===== src/rtl/seg7_word_decoder.sv =====
// seg7_word_decoder
// Collects DIGITS active-low 7-segment glyphs ({g,f,e,d,c,b,a}, 0 = lit)
// into a hex word. The first glyph received lands in the most significant
// nibble. The completed word is held until the consumer takes it.
// Optional feature: define SEG7_ALT_GLYPH_EN to also accept the alternate
// glyph shapes for 7 (with f lit) and 9 (without d).
module seg7_word_decoder #(
    parameter int DIGITS = 6
) (
    input  logic                  clk,
    input  logic                  rst_n,
    input  logic                  seg_valid,
    output logic                  seg_ready,
    input  logic [6:0]            seg_data,
    input  logic                  abort,
    output logic                  word_valid,
    input  logic                  word_ready,
    output logic [4*DIGITS-1:0]   word_data,
    output logic                  word_err
);

    localparam int          WORD_W   = 4 * DIGITS;
    localparam logic [3:0]  DIGITS_C = 4'(DIGITS);

    typedef enum logic {
        COLLECT = 1'b0,
        HOLD    = 1'b1
    } state_t;

    // Glyph decode. Result is {err, nibble}. A blank glyph is legal and
    // reads as 0 so that leading-blank suppressed displays decode cleanly.
    function automatic logic [4:0] decode_glyph(input logic [6:0] g);
        logic [4:0] r;
        case (g)
            7'b1000000: r = {1'b0, 4'h0};
            7'b1111001: r = {1'b0, 4'h1};
            7'b0100100: r = {1'b0, 4'h2};
            7'b0110000: r = {1'b0, 4'h3};
            7'b0011001: r = {1'b0, 4'h4};
            7'b0010010: r = {1'b0, 4'h5};
            7'b0000010: r = {1'b0, 4'h6};
            7'b1111000: r = {1'b0, 4'h7};
            7'b0000000: r = {1'b0, 4'h8};
            7'b0010000: r = {1'b0, 4'h9};
            7'b0001000: r = {1'b0, 4'hA};
            7'b0000011: r = {1'b0, 4'hB};
            7'b1000110: r = {1'b0, 4'hC};
            7'b0100001: r = {1'b0, 4'hD};
            7'b0000110: r = {1'b0, 4'hE};
            7'b0001110: r = {1'b0, 4'hF};
            7'b1111111: r = {1'b0, 4'h0};
`ifdef SEG7_ALT_GLYPH_EN
            7'b1011000: r = {1'b0, 4'h7};
            7'b0011000: r = {1'b0, 4'h9};
`endif
            default:    r = {1'b1, 4'h0};
        endcase
        return r;
    endfunction

    state_t              state_q, state_d;
    logic [WORD_W-1:0]   acc_q, acc_d;
    logic [3:0]          cnt_q, cnt_d;
    logic                err_q, err_d;
    logic [WORD_W-1:0]   word_data_q, word_data_d;
    logic                word_err_q, word_err_d;

    logic [4:0]          dec;
    logic [WORD_W-1:0]   acc_shift;
    logic [3:0]          cnt_inc;
    logic                err_acc;

    // Decode the offered glyph and form the candidate accumulator update.
    always_comb begin
        dec       = decode_glyph(seg_data);
        acc_shift = acc_q << 4;
        acc_shift[3:0] = dec[3:0];
        cnt_inc   = cnt_q + 4'd1;
        err_acc   = err_q | dec[4];
    end

    // Next-state and handshake outputs; abort beats a glyph in COLLECT and
    // is ignored in HOLD so a presented word is never retracted.
    always_comb begin
        state_d     = state_q;
        acc_d       = acc_q;
        cnt_d       = cnt_q;
        err_d       = err_q;
        word_data_d = word_data_q;
        word_err_d  = word_err_q;
        seg_ready   = 1'b0;
        word_valid  = 1'b0;

        case (state_q)
            COLLECT: begin
                seg_ready = 1'b1;
                if (abort) begin
                    acc_d = '0;
                    cnt_d = 4'd0;
                    err_d = 1'b0;
                end else if (seg_valid) begin
                    acc_d = acc_shift;
                    cnt_d = cnt_inc;
                    err_d = err_acc;
                    if (cnt_inc == DIGITS_C) begin
                        state_d     = HOLD;
                        word_data_d = acc_shift;
                        word_err_d  = err_acc;
                    end
                end
            end
            HOLD: begin
                word_valid = 1'b1;
                if (word_ready) begin
                    state_d = COLLECT;
                    acc_d   = '0;
                    cnt_d   = 4'd0;
                    err_d   = 1'b0;
                end
            end
            default: begin
                state_d = COLLECT;
            end
        endcase
    end

    // State and word registers; reset discards anything held or in progress.
    always_ff @(posedge clk) begin
        if (!rst_n) begin
            state_q     <= COLLECT;
            acc_q       <= '0;
            cnt_q       <= 4'd0;
            err_q       <= 1'b0;
            word_data_q <= '0;
            word_err_q  <= 1'b0;
        end else begin
            state_q     <= state_d;
            acc_q       <= acc_d;
            cnt_q       <= cnt_d;
            err_q       <= err_d;
            word_data_q <= word_data_d;
            word_err_q  <= word_err_d;
        end
    end

    assign word_data = word_data_q;
    assign word_err  = word_err_q;

endmodule


===== config.mk =====
export PLATFORM = sky130hd
export DESIGN_NAME = seg7_word_decoder
export DESIGN_NICKNAME = d
export VERILOG_FILES = /design/src/rtl/seg7_word_decoder.sv
export SDC_FILE = /design/constraint.sdc
export NUM_CORES = 1
export LEC_CHECK = 0
export BUFFER_PORTS_ARGS = -buffer_cell sky130_fd_sc_hd__buf_2
export CORE_UTILIZATION = 50
export DETAILED_ROUTE_END_ITERATION = 8
export PLACE_DENSITY = 0.83
export SKIP_CTS_REPAIR_TIMING = 1
export SLEW_MARGIN = 20
export SYNTH_ARGS = -nofsm -noshare
export SYNTH_HDL_FRONTEND = slang
export SYNTH_SLANG_ARGS = --single-unit

===== constraint.sdc =====
create_clock -name clk -period 3.4 [get_ports clk]
set_clock_uncertainty 0.05 [all_clocks]
set_input_delay 0.68 -clock clk [delete_from_list [all_inputs] [get_ports clk]]
set_output_delay 0.68 -clock clk [all_outputs]
set_load 0.02 [all_outputs]

Yosys cells after proc, flatten, opt, wreduce, memory -nomap -nowiden
Cells that the tools add are included.

Add/subtract/negate cells: 1. Multipliers: 0. Div/mod/pow operators: 0. Order comparisons: 0. Equal/unequal tests: 19. Shift-type cells: 0. Multiplexer cells: 20. Bitwise logic cells: 3. Reductions and logical operators: 4.

Operators with widths (number): 5-bit one-hot mux with 16 select lines (1); 20-bit 2-to-1 mux (3); 20-bit one-hot mux with 2 select lines (1); 7-bit == test, second input constant (5); 7-bit by 5-bit == test with 1-bit output, second input constant (3); 7-bit by 6-bit == test with 1-bit output, second input constant (3); 7-bit by 2-bit == test with 1-bit output, second input constant (2); 7-bit by 4-bit == test with 1-bit output, second input constant (2); 4-bit 2-to-1 mux (3); 1-bit 2-to-1 mux (9); 4-bit one-hot mux with 2 select lines (1); 7-bit by 3-bit == test with 1-bit output, second input constant (1); 7-bit logical NOT (1); 4-bit by 1-bit adder with 4-bit output, second input constant (1); 4-bit by 3-bit == test with 1-bit output, second input constant (1); 1-bit one-hot mux with 2 select lines (2); 4-bit AND reduction (1); 3-bit != test, second input constant (1); 2-bit != test, second input constant (1); 1-bit NOT (2); 2-bit AND reduction (1); 2-bit OR reduction (1); 1-bit OR (1).

Register bits: 51. Bits in latches: 0. Memory bits (writable): 0. Bits in read-only memories: 0. Output and inout bits: 27. Word-level logic and storage cells: 53. Memories kept: 0.

Logic depth before layout (Yosys ltp)
Word-level depth: 7. Gate-level depth with buffers: 7.

Least setup slack after synthesis
OpenSTA, ideal clock, no wires.

Path kind: input port to flip-flop. Start: input seg_data[6]. End: register word_data_q[0], in the netlist word_data[0]. Library setup time: 0.072 ns. Arrival time: 1.888 ns. Data required time: 3.278 ns. Setup slack: 1.389 ns. Stages: 5. Cells stage by stage: or3b_1 or4b_1 a21oi_2 nor3_1 nor3b_2.

Longest elaborated chain between the ends: 3. Elaborated cells on any way between the ends: 19. Those cells by class: 16 x eq/ne; 1 x mux; 2 x reduce/logical.

RTL lines: from (decl) (RTL line 14) `input logic [6:0] seg_data,`; 7-bit == test (RTL line 34) `case (g)`; 2-bit OR reduction (no source line); 5-bit one-hot mux with 16 select lines (*) (RTL line 34); to (signal assigned) (RTL line 141) `word_data_q <= word_data_d;`; to (decl) (RTL line 65) `logic [WORD_W-1:0] word_data_q, word_data_d;`.

Mark *: on every way between the ends. The rest lies on a longest branch, timed or not. A chain may end at the register's enable or synchronous reset.

Final worst setup path
Start: register cnt_q[0]. End: register word_data_q[0], in the netlist word_data[0].

Longest elaborated chain between the ends: 3.

RTL lines: from (decl) (RTL line 63) `logic [3:0] cnt_q, cnt_d;`; from (signal assigned) (RTL line 139) `cnt_q <= cnt_d;`; 4-bit by 1-bit adder with 4-bit output (RTL line 78) `cnt_inc = cnt_q + 4'd1;`; 4-bit by 3-bit == test with 1-bit output (RTL line 105) `if (cnt_inc == DIGITS_C) begin`; 4-bit AND reduction (no source line).

No other way between the ends.

==> flow_summary.json <==
{
  "dpl_cell_area_um2": 2520,
  "synth.top_cells.by_count": "51 x dfxtp_1, 49 x nand2_1, 22 x a21boi_1",
  "period_minus_slack_ns": 2.17,
  "cp_top_family": "simple AND/OR/NAND/NOR gates",
  "ys_warn_count": 0,
  "crit_chain": "ha_1, xor2_1, and4_1, nor2_1, nor3b_2",
  "top_layer": "met4",
  "slowest_stage": "and4_1",
  "cp-end-kind": "register",
  "yosysTopAreaCellShare_pct": 43.7,
  "synth.most_common_cell": "dfxtp_1",
  "antenna_found_initial": 0,
  "ir_drop_mv": 0.155,
  "synth_edf_count": 0,
  "final_cell_count_no_fill": 348,
  "drc": 0,
  "maxCapViolCount": 0,
  "drive_above_1_share_pct": 18.6,
  "crit_type": "register to register",
  "finalNetCount": 309,
  "place_hpwl_um": 3100,
  "worst_slew_pin_slew_ns": 0.843,
  "maxSlewViolCount": 0,
  "finalInstanceArea_um2": 2610,
  "routed-via-count": 1966,
  "setup_violations": 0,
  "synth.cell_area_um2": 2330,
  "cp.required_ns": 3.59,
  "hold_viol": 0,
  "synth_cell_type_count": 51,
  "h-tree-depth": 2,
  "tritoncts": "built",
  "drt_iter0_markers": 124,
  "fp.dieH_um": 70.3,
  "yosys_most_used_dff": "dfxtp_1",
  "async_flop_share_pct": 0,
  "cts_root_buffer": "clkbuf_8",
  "finalSetupTns_ns": 0,
  "rsz0062_at_grt": "false",
  "rows": 24,
  "synth_area_per_cell_um2": 8.68,
  "cts_sinks": 51,
  "seq_area_frac_synth_pct": 43.7,
  "grt_pass1_wl_um": 7850,
  "crit_fanout": 25,
  "cp_num_buf_inv": 0,
  "synthCells": 269,
  "ys_ff_latch": 51,
  "first_pass_iters": 4,
  "power_density_nw_per_um2": 391,
  "fin_crit_sh_pct": 63.9,
  "dp.cells": 340,
  "post_drt_wl_per_cell_um": 13.2,
  "syn_nets": 283,
  "yosysTopAreaCell": "dfxtp_1",
  "status": "complete, no violations",
  "io_pins": 39,
  "fmax_mhz": 461,
  "routedLengthMet1_um": 2230,
  "hp-class": "register to register",
  "detailroute.wirelength.met2_um": 2040,
  "grt_overflow_total": 0,
  "crit_arrival_ns": 2.36,
  "grt_util_all_layers_pct": 19.9,
  "clkTransAtPathRegs_ns": 0.10,
  "syn_to_final_growth_pct": 11.7,
  "viasPerCell": 5.65,
  "num_antenna_cells": 0,
  "start_kind": "register",
  "ant_nets": 0,
  "core_um2": 4410,
  "yosys-top-cells-area": "dfxtp_1 44%, nand2_1 7.9%, a21boi_1 7.1%",
  "io_buffers": 38,
  "cts_buffers": 5,
  "globalplace.congestion": 0.890,
  "critPathMaxStageDelay_ns": 0.80,
  "wl_met3_um": 241,
  "leakagePower_nw": 0.982,
  "grt_pass1_vias": 1701,
  "slew_headroom_pct": 43.8,
  "insertion_delay_ns": 0.31,
  "die_area_um2": 4950,
  "drt-total-wl_um": 4610,
  "p_total_mw": 1.02,
  "grt_max_degree": 53,
  "fillers": 410,
  "initial_core_util_pct": 52.9,
  "fin_util_pct": 59.1,
  "clockBufferDepth": 2,
  "die_w_um": 70.3
}
==> kinds of logic (layout without fill, tap and decap cells) <==
kind of cell               after synthesis  in the layout  synth area share (%)
DFF                                     51             51                  43.7
buffers and inverters                   24             51                  4.29
and+or+nand+nor                        121            121                  28.6
muxes                                    1              1                 0.429
adders and majority gates                2              2                  1.07
xor gates and xnor gates                 3              3                  1.13
AOI/OAI and AO/OA                       67             67                  20.8
==> layer usage <==
| layer | vias to the layer above | GRT usage, % |
|---|---|---|
| met5 | - | 0 |
| met4 | 0 | 10.7 |
| met3 | 9 | 3.46 |
| met2 | 60 | 29.0 |
| met1 | 898 | 27.8 |
| li1 | 999 | - |
==> registers in the layout, summed over array words and instances (netlist names) <==
signal / flops
acc_q: 20
err_q: 1
cnt_q: 4
word_err: 1
word_data: 24
state_q: 1
==> metrics by stage <==
step | hold slack [ns] | worst slack (ns)
global placement | 0.391 | 1.15
detailed placement | 0.393 | 1.11
CTS | 0.406 | 1.22
finish | 0.402 | 1.23
global route | 0.419 | 1.01
floorplan | 0.380 | 1.39
==> worst register-to-register path, stage by stage, from the launching register on <==
cell     delay (ns)
dfxtp_1        0.41
ha_1           0.23
xor2_1         0.29
and4_1         0.81
nor2_1         0.12
nor3b_2        0.19
==> power breakdown <==
group | switching (mW) | internal (mW) | leakage (nW)
clock network | 0.202 | 0.145 | 0.0483
logic | 0.0449 | 0.0289 | 0.523
registers | 0.00166 | 0.599 | 0.411
total | 0.248 | 0.773 | 0.982
==> worst paths after layout <==
check	from	end	slack (ns)	depth (start not counted)
worst max-delay path	cnt_q[0]	word_data[0]	1.23	5
worst min-delay path	word_data[13]	word_data[13]	0.40	2
worst min register to register	word_data[13]	word_data[13]	0.40	2
worst max register to register	cnt_q[0]	word_data[0]	1.23	5
==> final cells by class <==
class	count	area (um2)	share of cell area (%)
Tap cell	52	65.1	2.49
Timing Repair Buffer	40	205	7.87
Sequential cell	51	1020	39.1
Clock inverter	3	18.8	0.719
Inverter	3	11.3	0.432
Multi-Input combinational cell	194	1220	46.7
Clock buffer	5	68.8	2.64
==> placed cells by master (no fill, tap or decap), types with 2 or more instances in the layout <==
cell / Yosys / layout
and2_1: 4 / 4
nor3b_1: 3 / 3
clkinv_2: 0 / 2
or3b_1: 2 / 2
o21ai_0: 4 / 4
nand3b_1: 2 / 2
a21boi_1: 22 / 22
buf_2: 5 / 38
a21oi_1: 4 / 4
nor2b_1: 20 / 20
dfxtp_1: 51 / 51
nor3_1: 3 / 3
nor4bb_1: 2 / 2
buf_4: 1 / 2
a22oi_1: 20 / 20
nor4_1: 4 / 4
nor3b_2: 2 / 2
clkbuf_8: 0 / 5
nand2_1: 49 / 49
nand3_1: 3 / 3
inv_1: 3 / 3
o21ai_1: 4 / 4
ha_1: 2 / 2
nor2_1: 12 / 12
or3_1: 3 / 3
xor2_1: 3 / 3
Power figures use the tool's default switching activity.
